<file path="config.mk">
export PLATFORM = sky130hd
export DESIGN_NAME = ahb_mtx_input_stage
export DESIGN_NICKNAME = d
export VERILOG_FILES = /design/src/rtl/ahb_mtx_pkg.sv /design/src/rtl/ahb_mtx_input_stage_defslave.sv /design/src/rtl/ahb_mtx_input_stage.sv
export SDC_FILE = /design/constraint.sdc
export NUM_CORES = 1
export LEC_CHECK = 0
export BUFFER_PORTS_ARGS = -buffer_cell sky130_fd_sc_hd__clkbuf_2
export CAP_MARGIN = 20
export CORE_MARGIN = 10
export CORE_UTILIZATION = 52
export CTS_CLUSTER_DIAMETER = 120
export DETAILED_ROUTE_END_ITERATION = 6
export GPL_ROUTABILITY_DRIVEN = 0
export PLACE_DENSITY = 0.94
export SLEW_MARGIN = 20
export SYNTH_ARGS = -nofsm -noshare
export SYNTH_HDL_FRONTEND = slang
export SYNTH_HIERARCHICAL = 1
export SYNTH_SLANG_ARGS = --single-unit
export TNS_END_PERCENT = 5
</file>
<file path="constraint.sdc">
create_clock -name HCLK -period 4.8 [get_ports HCLK]
set_input_delay 0 -clock HCLK [delete_from_list [all_inputs] [get_ports HCLK]]
set_output_delay 0 -clock HCLK [all_outputs]
set_load 0.02 [all_outputs]
</file>
<file path="src/rtl/ahb_mtx_pkg.sv">
// Shared AHB bus-matrix encodings and types.
package ahb_mtx_pkg;

   // HTRANS encodings
   localparam logic [1:0] HTRANS_IDLE   = 2'b00;
   localparam logic [1:0] HTRANS_BUSY   = 2'b01;
   localparam logic [1:0] HTRANS_NONSEQ = 2'b10;
   localparam logic [1:0] HTRANS_SEQ    = 2'b11;

   // HBURST encodings
   localparam logic [2:0] HBURST_SINGLE = 3'b000;
   localparam logic [2:0] HBURST_INCR   = 3'b001;
   localparam logic [2:0] HBURST_WRAP4  = 3'b010;
   localparam logic [2:0] HBURST_INCR4  = 3'b011;
   localparam logic [2:0] HBURST_WRAP8  = 3'b100;
   localparam logic [2:0] HBURST_INCR8  = 3'b101;
   localparam logic [2:0] HBURST_WRAP16 = 3'b110;
   localparam logic [2:0] HBURST_INCR16 = 3'b111;

   // HRESP encodings
   localparam logic HRESP_OKAY  = 1'b0;
   localparam logic HRESP_ERROR = 1'b1;

   // Default-slave two-cycle ERROR response states
   typedef enum logic [1:0] {
      DsOkay = 2'b00,
      DsErr1 = 2'b01,
      DsErr2 = 2'b10
   } ds_state_e;

endpackage

</file>
<file path="src/rtl/ahb_mtx_input_stage_defslave.sv">
// Built-in default slave: two-cycle ERROR response for unmapped transfers.
module ahb_mtx_defslave_resp
   import ahb_mtx_pkg::*;
(
   input  logic HCLK,
   input  logic HRESETn,
   input  logic start,
   output logic busy,
   output logic readyout,
   output logic resp
);

   ds_state_e state_q, state_d;

   // State register
   always_ff @(posedge HCLK or negedge HRESETn) begin
      if (!HRESETn) begin
         state_q <= DsOkay;
      end else begin
         state_q <= state_d;
      end
   end

   // Next state and response outputs
   always_comb begin
      state_d  = state_q;
      busy     = 1'b0;
      readyout = 1'b1;
      resp     = HRESP_OKAY;
      unique case (state_q)
         DsOkay: begin
            if (start) state_d = DsErr1;
         end
         DsErr1: begin
            busy     = 1'b1;
            readyout = 1'b0;
            resp     = HRESP_ERROR;
            state_d  = DsErr2;
         end
         DsErr2: begin
            busy    = 1'b1;
            resp    = HRESP_ERROR;
            // A back-to-back unmapped transfer may be accepted in the last cycle
            state_d = start ? DsErr1 : DsOkay;
         end
         default: state_d = DsOkay;
      endcase
   end

endmodule

</file>
<file path="src/rtl/ahb_mtx_input_stage.sv">
// AHB bus-matrix master-side input stage: holds the address phase until an
// output port accepts it and routes the accepting port's data-phase response.
// Optional default slave for unmapped addresses: AHB_MTX_INSTAGE_DEFSLAVE_EN.
module ahb_mtx_input_stage
   import ahb_mtx_pkg::*;
#(
   parameter int unsigned ADDR_WIDTH = 32,
   parameter int unsigned NUM_OUT    = 4
) (
   input  logic                  HCLK,
   input  logic                  HRESETn,
   input  logic                  HSELS,
   input  logic [1:0]            HTRANSS,
   input  logic [ADDR_WIDTH-1:0] HADDRS,
   input  logic                  HWRITES,
   input  logic [2:0]            HSIZES,
   input  logic [2:0]            HBURSTS,
   input  logic [3:0]            HPROTS,
   input  logic                  HMASTLOCKS,
   input  logic                  HREADYS,
   output logic                  HREADYOUTS,
   output logic                  HRESPS,
   output logic [1:0]            HTRANSM,
   output logic [ADDR_WIDTH-1:0] HADDRM,
   output logic                  HWRITEM,
   output logic [2:0]            HSIZEM,
   output logic [2:0]            HBURSTM,
   output logic [3:0]            HPROTM,
   output logic                  HMASTLOCKM,
   input  logic [NUM_OUT-1:0]    targ_sel,
   output logic [NUM_OUT-1:0]    req_port,
   input  logic [NUM_OUT-1:0]    addr_accept,
   input  logic [NUM_OUT-1:0]    data_readyout,
   input  logic [NUM_OUT-1:0]    data_resp
);

   logic                  hold_valid_q;
   logic [1:0]            hold_trans_q;
   logic [ADDR_WIDTH-1:0] hold_addr_q;
   logic                  hold_write_q;
   logic [2:0]            hold_size_q;
   logic [2:0]            hold_burst_q;
   logic [3:0]            hold_prot_q;
   logic                  hold_lock_q;
   logic                  dphase_valid_q;
   logic [NUM_OUT-1:0]    dphase_port_q;

   logic                  xfer_s;
   logic [NUM_OUT-1:0]    port_accept;
   logic                  def_accept;
   logic                  accept_any;
   logic                  capture;
   logic                  ds_busy;
   logic                  ds_readyout;
   logic                  ds_resp;

   assign xfer_s = HSELS & HTRANSS[1] & HREADYS;

   // Address-phase mux: held copy takes precedence over the live master
   always_comb begin
      HTRANSM    = HTRANSS;
      HADDRM     = HADDRS;
      HWRITEM    = HWRITES;
      HSIZEM     = HSIZES;
      HBURSTM    = HBURSTS;
      HPROTM     = HPROTS;
      HMASTLOCKM = HMASTLOCKS;
      if (hold_valid_q) begin
         HTRANSM    = hold_trans_q;
         HADDRM     = hold_addr_q;
         HWRITEM    = hold_write_q;
         HSIZEM     = hold_size_q;
         HBURSTM    = hold_burst_q;
         HPROTM     = hold_prot_q;
         HMASTLOCKM = hold_lock_q;
      end else if (!HSELS || !HREADYS) begin
         HTRANSM = HTRANS_IDLE;
      end
   end

   // Locked sequences keep the arbiter claimed through IDLE cycles
   assign req_port = targ_sel & {NUM_OUT{HTRANSM[1] | HMASTLOCKM}};

   // Only NONSEQ/SEQ transfers open a data phase
   assign port_accept = addr_accept & targ_sel & {NUM_OUT{HTRANSM[1]}};

`ifdef AHB_MTX_INSTAGE_DEFSLAVE_EN
   assign def_accept = HTRANSM[1] & ~|targ_sel;

   ahb_mtx_defslave_resp u_defslave (
      .HCLK     (HCLK),
      .HRESETn  (HRESETn),
      .start    (def_accept),
      .busy     (ds_busy),
      .readyout (ds_readyout),
      .resp     (ds_resp)
   );
`else
   assign def_accept  = 1'b0;
   assign ds_busy     = 1'b0;
   assign ds_readyout = 1'b1;
   assign ds_resp     = HRESP_OKAY;
`endif

   assign accept_any = (|port_accept) | def_accept;
   assign capture    = xfer_s & ~accept_any & ~hold_valid_q;

   // Hold register: capture a live transfer nobody accepted, release on accept
   always_ff @(posedge HCLK or negedge HRESETn) begin
      if (!HRESETn) begin
         hold_valid_q <= 1'b0;
         hold_trans_q <= HTRANS_IDLE;
         hold_addr_q  <= '0;
         hold_write_q <= 1'b0;
         hold_size_q  <= '0;
         hold_burst_q <= HBURST_SINGLE;
         hold_prot_q  <= '0;
         hold_lock_q  <= 1'b0;
      end else if (capture) begin
         hold_valid_q <= 1'b1;
         hold_trans_q <= HTRANSS;
         hold_addr_q  <= HADDRS;
         hold_write_q <= HWRITES;
         hold_size_q  <= HSIZES;
         hold_burst_q <= HBURSTS;
         hold_prot_q  <= HPROTS;
         hold_lock_q  <= HMASTLOCKS;
      end else if (hold_valid_q && accept_any) begin
         hold_valid_q <= 1'b0;
      end
   end

   // Data-phase tracker: which port owns the current data phase
   always_ff @(posedge HCLK or negedge HRESETn) begin
      if (!HRESETn) begin
         dphase_valid_q <= 1'b0;
         dphase_port_q  <= '0;
      end else if (accept_any) begin
         dphase_valid_q <= 1'b1;
         dphase_port_q  <= port_accept;
      end else if (HREADYS) begin
         dphase_valid_q <= 1'b0;
         dphase_port_q  <= '0;
      end
   end

   // Response to master: data-phase owner, else stall while holding, else OKAY
   always_comb begin
      HREADYOUTS = 1'b1;
      HRESPS     = HRESP_OKAY;
      if (ds_busy) begin
         HREADYOUTS = ds_readyout;
         HRESPS     = ds_resp;
      end else if (dphase_valid_q) begin
         HREADYOUTS = |(data_readyout & dphase_port_q);
         HRESPS     = |(data_resp & dphase_port_q);
      end else if (hold_valid_q) begin
         HREADYOUTS = 1'b0;
      end
   end

`ifndef SYNTHESIS
   // Hold and data phase never coexist
   always_ff @(posedge HCLK) begin
      if (HRESETn) begin
         assert (!(hold_valid_q && dphase_valid_q))
            else $error("hold_valid and dphase_valid both set");
      end
   end
`ifndef AHB_MTX_INSTAGE_DEFSLAVE_EN
   // Without the default slave an unmapped transfer can never complete
   always_ff @(posedge HCLK) begin
      if (HRESETn && HTRANSM[1] && (targ_sel == '0)) begin
         $error("unmapped transfer at address %h", HADDRM);
      end
   end
`endif
`endif

endmodule

</file>
==> out/results.txt, run 1 <==
Status -> finished, final reports clean
Die height -> 93.4 um
Via-to-Cell Ratio -> 5.13
# clock sinks -> 52
Reg-to-reg startpoint -> hold_valid_q$_DFFE_PN0P_
Worst Path Max Fanout -> 52
Initial core utilization -> 0.541
Post-route DRC violation count -> 0
Clock buffer depth -> 2
CTS buffer count -> 5
Period utilisation layout -> 0.551
Post-synth cell types -> 26
Vias in the first global route -> 2487
CP endpoint kind -> flip-flop
Crit path kind -> reg -> reg
Post-synth top area share -> 0.465
Detail Route Antenna Nets -> 0
Dpl hpwl -> 4990 um
Residual overflow from global routing -> 0
Top post-synthesis cells by area -> dfrtp_1, mux2_4, mux2_2
Yosys reg bits -> 52
Critical path arrival -> 2.82 ns
Core Box Area -> 5170 um2
Fillers -> 327
Most used flip-flop cell after synthesis -> dfrtp_1
Asr flop ratio synth -> 1.00
R2R Setup Slk -> 2.16 ns
Nets -> 428
RSZ-0062 raised after global routing -> false
Routed WL -> 7510 um
Max Cap Viol -> 0
Register area share after synthesis -> 0.465
Crit path launch -> hold_valid_q$_DFFE_PN0P_
Placed cells -> 371
First-pass GRT wire length -> 12300 um
Layout area overhead -> 43.7%
WHS -> 0.0568 ns
Clock insertion delay at the later pin of the skew report -> 0.29 ns
Ys Warns -> 6
Dpl ws -> 2.17 ns
Max Fclk -> 0.378 GHz
Final Hold Fails -> 0
Rel. slew slack -> 0.283
Post-CTS setup buffers -> 0
Non-filler instance count after layout -> 432
Final Skew -> 0.00698 ns
Slew @ Worst Pin -> 1.08 ns
Ports -> 118
Setup-failing EPs final -> 0
Vias -> 2216
Antenna violations before repair -> 0
H-tree levels -> 2
Reg2Reg Depth -> 3
Total track usage -> 0.170
# port buffers -> 117
Max Slew Vio Count -> 0
PwrDens -> 352 nW/um2
Cells after Synth -> 194
Post-DR wirelength/cell -> 17.4 um
Post_cts resized -> 0
Final worst setup slack -> 2.16 ns
Static leakage -> 2.05 nW
Critical Path End -> hold_addr_q[31]$_DFFE_PN0P_
Clock Pin Slew Worst Setup and Hold Paths -> 0.08 ns
Setup Total Neg Slack -> 0 ns
Clock root buffer -> clkbuf_8
Syn Area/Cell -> 14.4 um2
Full die area -> 8710 um2
Peak VDD IR -> 0.234 mV
Min-delay worst type -> in -> reg
CTS tree -> done
Ant. Diodes -> 0
Tmin final -> 2.64 ns
Post-synth EDFFs -> 0
Floorplan row count -> 26
Largest net degree at the start of global routing -> 53
Initial DRC count -> 56
Area leader, netlist -> dfrtp_1
Req. time, crit path -> 4.98 ns
Pwr Total -> 1.42 mW
Mapped cell area -> 2800 um2
RR Endpoint -> hold_addr_q[31]$_DFFE_PN0P_
Startpoint Class -> flip-flop
Layout cells sized above 1 -> 0.594
Mapped Nets -> 260
DRT Pass-1 Iters -> 4
Die width -> 93.4 um
sequential cells by signal (all words and copies together), names as in the netlist:
register	cells
dphase_port_q	4
dphase_valid_q	1
hold_addr_q	32
hold_burst_q	3
hold_lock_q	1
hold_prot_q	4
hold_size_q	3
hold_trans_q	2
hold_valid_q	1
hold_write_q	1
repair_timing:
action	CTS	global route
hold buffers	54	0
endpoints found under the hold margin	101	0
setup endpoints to repair	0	0
logic make-up (layout without fill, tap and decap cells):
| logic type | Yosys count | in the layout | share of synthesized area |
|---|---|---|---|
| flops | 52 | 52 | 0.465 |
| mux | 90 | 90 | 0.414 |
| compound gates | 17 | 17 | 0.0452 |
| buf+inv | 17 | 185 | 0.0353 |
| simple gates | 18 | 18 | 0.0403 |
placed cells by master (no fill, tap or decap), drive strengths merged, types with 2 or more instances in the layout:
master	instances
a21oi	2
a22oi	5
and2	4
clkbuf	123
dfrtp	52
dlygate4sd3	54
inv	6
mux2	89
nand2	7
nand3	2
o32ai	4
per-stage QoR:
stage                util  area, um2
finish              0.777       4020
CTS                 0.777       4020
global route        0.777       4020
floorplan               -       2800
global placement    0.658       3400
detailed placement  0.658       3400
cells in the mapped netlist, types with 2 or more instances:
cell	n
a21oi_1	2
inv_1	6
buf_6	4
o32ai_1	4
mux2_4	39
clkbuf_1	3
buf_2	4
mux2_2	50
dfrtp_1	52
a22oi_1	5
nand2_1	7
and2_1	4
layer usage:
| metal | wire (um) | GRT usage | vias up |
|---|---|---|---|
| met1 | 3020 | 0.193 | 1094 |
| met4 | 48 | 0.0321 | 0 |
| met3 | 495 | 0.0504 | 6 |
| li1 | - | - | 1041 |
| met2 | 3940 | 0.307 | 75 |
| met5 | 0 | 0 | - |
where the power goes:
part           switching (mW)  internal [mW]
registers              0.0954          0.572
logic                   0.209          0.312
clock network           0.129         0.0994
worst min path at each step:
stage / from / cells after the start / slack, ns / endpoint
detailed placement: HRESETn / 2 / 0.16 / hold_addr_q[24]$_DFFE_PN0P_
finish: HREADYS / 2 / 0.06 / dphase_port_q[2]$_DFFE_PN0P_
global route: HREADYS / 2 / 0.06 / dphase_port_q[0]$_DFFE_PN0P_
global placement: HRESETn / 2 / 0.14 / hold_addr_q[25]$_DFFE_PN0P_
floorplan: HRESETn / 0 / -0.30 / dphase_port_q[0]$_DFFE_PN0P_
CTS: HREADYS / 2 / 0.03 / dphase_port_q[2]$_DFFE_PN0P_
worst max-delay path, stage by stage, from the launching register on:
cell	delay, ns
dfrtp_2	0.79
and4b_1	0.48
nand3_4	0.65
mux2_4	0.56
layout make-up:
type | count | area (um2) | share of cell area
well taps | 70 | 87.6 | 0.0218
repair buffers | 172 | 1130 | 0.282
flip-flops and latches | 52 | 1300 | 0.324
clock inverters | 1 | 5.00 | 0.00124
clock buffers | 6 | 72.6 | 0.0180
multi-input cells | 125 | 1400 | 0.348
inverters | 6 | 22.5 | 0.00560
Note: power is estimated with default switching activity, not from simulation.
==> run 2, diff against run 1 <==
--- a/config.mk
+++ b/config.mk
@@ -8,11 +8,11 @@
 export BUFFER_PORTS_ARGS = -buffer_cell sky130_fd_sc_hd__clkbuf_2
 export CAP_MARGIN = 20
 export CORE_MARGIN = 10
-export CORE_UTILIZATION = 52
+export CORE_UTILIZATION = 48
 export CTS_CLUSTER_DIAMETER = 120
 export DETAILED_ROUTE_END_ITERATION = 6
 export GPL_ROUTABILITY_DRIVEN = 0
-export PLACE_DENSITY = 0.94
+export PLACE_DENSITY = 0.88
 export SLEW_MARGIN = 20
 export SYNTH_ARGS = -nofsm -noshare
 export SYNTH_HDL_FRONTEND = slang
==> constraint.sdc (replaced) <==
create_clock -name HCLK -period 2.6 [get_ports HCLK]
set_input_delay 0 -clock HCLK [delete_from_list [all_inputs] [get_ports HCLK]]
set_output_delay 0 -clock HCLK [all_outputs]
set_load 0.02 [all_outputs]
==> run 2 against run 1 <==
Net effect: first-iteration DRC count increased by 27%; sequential cell count unchanged; clock skew increased by 0.0037 ns; non-clock buffer count unchanged; global-route usage increased by 0.33 points; combinational power increased by 92%; clock power increased by 110%; sequential share of layout area decreased by 0.11 points; cell count increased by 0.69%; routed wire length increased by 3.9%.
==> out/results.txt, run 2 (synthesized netlist as in run 1, its figures left out) <==
Vias -> 2200 (-0.72%)
Commonest non-fill, non-tap cells in the layout -> clkbuf_2, dlygate4sd3_1, dfrtp_1
WP buf/inv -> 2 (+2)
WHS -> 0.0342 ns (-0.0226 ns)
# clock sinks -> 52 (unchanged)
Logic pwr share -> 0.375 (+0.007)
Final Skew -> 0.0107 ns (+0.00370 ns)
Clock insertion delay at the later pin of the skew report -> 0.30 ns (about the same)
Hold_sp -> addr_accept[2]
Final Hold Fails -> 0 (unchanged)
Fillers -> 372 (+14%)
Post-CTS setup buffers -> 0 (unchanged)
Pint -> 1.85 mW (+88%)
Startpoint Class -> flip-flop
Non-filler instance count after layout -> 435 (+0.69%)
CTS buffer count -> 5 (unchanged)
Cells on Worst Hold Path -> 3 (+1)
Ant. Diodes -> 0 (unchanged)
Clock Power Share -> 0.176 (+0.015)
Layout cells sized above 1 -> 0.601 (+0.00663)
Max Cap Viol -> 0 (unchanged)
Initial DRC count -> 71 (+27%)
Peak VDD IR -> 0.386 mV (+65%)
CP max stage delay -> 0.51 ns (-0.28 ns)
RSZ-0062 raised after global routing -> false
Switch Pwr -> 828 uW (+91%)
Die height -> 96.3 um (+3.2%)
Min-delay worst type -> in -> reg
# port buffers -> 117 (unchanged)
Seq. cell area -> 1300 um2 (unchanged)
Status -> finished, final reports clean
Max Slew Vio Count -> 0 (unchanged)
Post_cts resized -> 0 (unchanged)
First-pass GRT wire length -> 12800 um (+3.8%)
Core Box Area -> 5570 um2 (+7.8%)
Layout area overhead -> 44.2%
Slew @ Worst Pin -> 0.929 ns (-0.146 ns)
Clock buffer depth -> 2 (unchanged)
CP endpoint kind -> output pin
Ports -> 118 (unchanged)
Antenna violations before repair -> 0 (unchanged)
Initial core utilization -> 0.502 (-0.0390)
Worst Path Max Fanout -> 51 (-1.9%)
PwrDens -> 663 nW/um2 (+88%)
Period utilisation layout -> 0.835
Cells along the critical path -> buf_4, mux2_2, nand3b_1, and2_1, clkbuf_2
Hold Crit Endpoint -> dphase_port_q[2]$_DFFE_PN0P_
Sw Ratio -> 0.309 (+0.00345)
Clock root buffer -> clkbuf_8
CTS tree -> done
R2R Setup Slk -> 0.79 ns (-1.37 ns)
Req. time, crit path -> 2.60 ns (-2.38 ns)
Critical path arrival -> 2.17 ns (-0.65 ns)
Dpl hpwl -> 5130 um (+2.7%)
Top reg by flops -> hold_addr_q
Via-to-Cell Ratio -> 5.06 (-1.4%)
Largest regs -> hold_addr_q (32), dphase_port_q (4), hold_prot_q (4)
Full die area -> 9280 um2 (+6.5%)
Slowest CP cell -> buf_4
Largest net degree at the start of global routing -> 52 (-1.9%)
Clock Pin Slew Worst Setup and Hold Paths -> 0.09 ns (about the same)
Rel. slew slack -> 0.381 (+0.0976)
Tmin final -> 2.17 ns
Floorplan row count -> 27 (+3.8%)
Detail Route Antenna Nets -> 0 (unchanged)
Setup-failing EPs final -> 0 (unchanged)
Residual overflow from global routing -> 0 (unchanged)
Crit path kind -> reg -> out
Die width -> 96.3 um (+3.2%)
CP delay by family, top -> buffers and inverters
Post-route DRC violation count -> 0 (unchanged)
Reg-to-reg startpoint -> hold_valid_q$_DFFE_PN0P_
H-tree levels -> 2 (unchanged)
Post-DR wirelength/cell -> 17.9 um (+3.1%)
DRT Pass-1 Iters -> 4 (unchanged)
RR Endpoint -> hold_addr_q[5]$_DFFE_PN0P_
Max reg flops -> 32 (unchanged)
Max Fclk -> 0.461 GHz
Setup Total Neg Slack -> 0 ns (unchanged)
Most common cell after layout, fill and taps aside -> clkbuf_2
Vias in the first global route -> 2629 (+5.7%)
Routed WL -> 7800 um (+3.9%)
Seq pwr share -> 0.449 (-0.022)
Reg2Reg Depth -> 4 (+1)
Static leakage -> 2.06 nW (+0.28%)
Nets -> 428 (unchanged)
Multi-input gate area -> 1400 um2 (unchanged)
Total track usage -> 0.173 (+0.00334)
Placed cells -> 375 (+1.1%)
==> run 2: routing by layer <==
layer / vias up / GRT usage / routed length, um
li1: 1039 / - / -
met1: 1072 / 0.179 / 2790
met2: 77 / 0.311 / 4210
met3: 12 / 0.0700 / 677
met4: 0 / 0.0581 / 125
met5: - / 0 / 0
==> run 2: power by group through the flow <==
stage	combinational (mW)	clock [mW]	sequential (mW)
floorplan	0.687	0	1.16
global placement	0.910	0	1.19
detailed placement	0.937	0	1.20
CTS	1.00	0.487	1.20
global route	1.08	0.512	1.23
finish	1.00	0.472	1.20
==> run 2: through the flow <==
step | worst slack (ns) | util | power, mW | cell area, um2
after floorplan | 1.05 | - | 1.84 | 2800
after global placement | 0.823 | 0.614 | 2.10 | 3420
after detailed placement | 0.781 | 0.614 | 2.14 | 3420
after CTS | 0.447 | 0.724 | 2.68 | 4040
after global routing | 0.309 | 0.724 | 2.82 | 4040
final | 0.429 | 0.724 | 2.68 | 4040
==> run 2: repair_timing <==
item / 4_1_cts / 5_1_grt
hold buffers: 52 / 0
endpoints found under the hold margin: 89 / 0
setup endpoints to repair: 0 / 0
==> run 2: worst max path at each step <==
stage,endpoint,depth (start not counted),start
floorplan,hold_addr_q[10]$_DFFE_PN0P_,5,hold_valid_q$_DFFE_PN0P_
global placement,hold_addr_q[0]$_DFFE_PN0P_,4,hold_valid_q$_DFFE_PN0P_
detailed placement,hold_addr_q[5]$_DFFE_PN0P_,4,hold_valid_q$_DFFE_PN0P_
CTS,req_port[0],5,hold_valid_q$_DFFE_PN0P_
global route,req_port[2],5,hold_valid_q$_DFFE_PN0P_
finish,req_port[2],5,hold_valid_q$_DFFE_PN0P_
==> run 2: cell type report <==
type / count / area share
clock buffer: 7 / 0.0214
clock inverter: 1 / 0.00186
inverter: 6 / 0.00558
multi-input combinational: 125 / 0.346
sequential: 52 / 0.323
tap: 72 / 0.0223
timing repair buffer: 172 / 0.280
==> run 2: worst min-delay path: cells and delay by family <==
| kind | cells | cell delay [ns] |
|---|---|---|
| buf+inv | 1 | 0.10 |
| compound gates | 1 | 0.09 |
| simple gates | 1 | 0.09 |
==> run 3, diff against run 2 <==
==> constraint.sdc (replaced) <==
create_clock -name HCLK -period 2.15 [get_ports HCLK]
set_input_delay 0 -clock HCLK [delete_from_list [all_inputs] [get_ports HCLK]]
set_output_delay 0 -clock HCLK [all_outputs]
set_load 0.02 [all_outputs]
==> run 3 against run 2 <==
Net effect: setup slack worse by 0.29 ns; via count shrank 0.32%; register-to-register slack lost 0.47 ns; non-clock buffer count rose by 2.
==> out/results.txt, run 3 (synthesized netlist as in run 1, its figures left out) <==
Status -> finished, final reports clean
Vias -> 2193 (-0.32%)
Hold_sp -> HREADYS
Setup-failing EPs final -> 0 (unchanged)
Period utilisation layout -> 0.935
Total track usage -> 0.170 (-0.00311)
Top reg by flops -> hold_addr_q
Final Skew -> 0.00316 ns (-0.00753 ns)
Peak VDD IR -> 0.452 mV (+17%)
WHS -> 0.0427 ns (+0.00848 ns)
Layout cells sized above 1 -> 0.595 (-0.00603)
Slew @ Worst Pin -> 0.816 ns (-0.113 ns)
Floorplan row count -> 27 (unchanged)
Req. time, crit path -> 2.15 ns (-0.45 ns)
Core Box Area -> 5570 um2 (unchanged)
Nets -> 430 (+0.47%)
RSZ-0062 raised after global routing -> false
Die width -> 96.3 um (unchanged)
Pwr Total -> 3.23 mW (+21%)
CTS tree -> done
Dpl hpwl -> 5010 um (-2.4%)
Clock root buffer -> clkbuf_8
Final worst setup slack -> 0.140 ns (-0.289 ns)
Final Hold Fails -> 0 (unchanged)
Routed WL -> 7700 um (-1.3%)
Commonest non-fill, non-tap cells in the layout -> clkbuf_2, dlygate4sd3_1, dfrtp_1
Largest net degree at the start of global routing -> 52 (unchanged)
Initial DRC count -> 66 (-7.0%)
PwrDens -> 796 nW/um2 (+20%)
Antenna violations before repair -> 0 (unchanged)
CP endpoint kind -> output pin
Static leakage -> 2.07 nW (+0.44%)
Post-route DRC violation count -> 0 (unchanged)
# clock sinks -> 52 (unchanged)
Max Fclk -> 0.498 GHz
Ports -> 118 (unchanged)
Max Cap Viol -> 0 (unchanged)
Setup Total Neg Slack -> 0 ns (unchanged)
Max reg flops -> 32 (unchanged)
Critical path arrival -> 2.01 ns (-0.16 ns)
Min-delay worst type -> in -> reg
Rel. slew slack -> 0.456 (+0.0751)
Layout area overhead -> 45.0%
H-tree levels -> 2 (unchanged)
Dpl ws -> 0.310 ns (-0.472 ns)
Full die area -> 9280 um2 (unchanged)
Max Slew Vio Count -> 0 (unchanged)
Clock Pin Slew Worst Setup and Hold Paths -> 0.09 ns (about the same)
Switch Pwr -> 990 uW (+20%)
Worst Path Max Fanout -> 51 (unchanged)
Clock insertion delay at the later pin of the skew report -> 0.29 ns (about the same)
Post-DR wirelength/cell -> 17.6 um (-2.0%)
Final core occ -> 0.728 (+0.00404)
Fillers -> 357 (-4.0%)
Pint -> 2.24 mW (+21%)
Via-to-Cell Ratio -> 5.01 (-1.0%)
DRT Pass-1 Iters -> 4 (unchanged)
Initial core utilization -> 0.502 (unchanged)
Crit path kind -> reg -> out
Detail Route Antenna Nets -> 0 (unchanged)
Die height -> 96.3 um (unchanged)
Vias in the first global route -> 2494 (-5.1%)
Largest regs -> hold_addr_q (32), dphase_port_q (4), hold_prot_q (4)
Sw Ratio -> 0.307 (-0.00287)
Clock buffer depth -> 2 (unchanged)
Seq pwr share -> 0.451 (+0.002)
Reg-to-reg startpoint -> hold_valid_q$_DFFE_PN0P_
Residual overflow from global routing -> 0 (unchanged)
Clock Power Share -> 0.174 (-0.002)
# port buffers -> 117 (unchanged)
Tmin final -> 2.01 ns
Startpoint Class -> flip-flop
First-pass GRT wire length -> 12500 um (-1.9%)
Logic pwr share -> 0.375 (about the same)
CTS buffer count -> 5 (unchanged)
Most common cell after layout, fill and taps aside -> clkbuf_2
Crit path launch -> hold_valid_q$_DFFE_PN0P_
[run 3: what timing repair did]
action | CTS | global route
hold endpoints to repair | 81 | 0
gates resized for setup | 1 | 0
endpoints found under the setup margin | 4 | 0
setup buffers | 0 | 0
hold buffers | 54 | 0
[run 3: final timing paths]
kind	slack [ns]	depth (start not counted)	endpoint
worst min-delay path	0.04	2	dphase_port_q[1]$_DFFE_PN0P_
worst max-delay path	0.14	5	req_port[2]
min in group asynchronous	0.36	2	hold_prot_q[3]$_DFFE_PN0P_
worst min register to register	0.51	1	hold_addr_q[0]$_DFFE_PN0P_
worst max register to register	0.32	4	hold_addr_q[0]$_DFFE_PN0P_
max in group asynchronous	1.02	3	hold_addr_q[9]$_DFFE_PN0P_
[run 3: power by group through the flow]
| stage | Sequential [mW] | Combinational (mW) | Clock [mW] |
|---|---|---|---|
| 6_report | 1.45 | 1.21 | 0.562 |
| 5_1_grt | 1.49 | 1.30 | 0.624 |
| 4_1_cts | 1.45 | 1.21 | 0.576 |
| 3_5_place_dp | 1.45 | 1.13 | 0 |
| 3_3_place_gp | 1.44 | 1.10 | 0 |
| 2_1_floorplan | 1.40 | 0.830 | 0 |
[run 3: stage by stage]
| stage | instances | area, um2 |
|---|---|---|
| 2_1_floorplan | 194 | 2800 |
| 3_3_place_gp | 375 | 3420 |
| 3_5_place_dp | 375 | 3420 |
| 4_1_cts | 437 | 4060 |
| 5_1_grt | 437 | 4060 |
| 6_report | 438 | 4060 |
[run 3: critical path: stages, from the launching register on]
cell and delay [ns]:
dfrtp_2 0.37, buf_6 0.37, mux2_2 0.40, nand3b_1 0.21, and2_1 0.19, clkbuf_2 0.16
[run 3: routing by layer]
| layer | global-route usage | part of all wire |
|---|---|---|
| met1 | 0.191 | 0.38 |
| met2 | 0.297 | 0.54 |
| met3 | 0.0615 | 0.075 |
| met4 | 0.0460 | 0.0096 |
| met5 | 0 | 0 |
[run 3: cell type report]
type	instances	area, um2	share of cell area
Multi-Input combinational cell	125	1400	0.344
Antenna cell	1	2.50	0.000617
Tap cell	72	90.1	0.0222
Inverter	6	22.5	0.00555
Timing Repair Buffer	174	1150	0.284
Sequential cell	52	1300	0.321
Clock buffer	8	90.1	0.0222
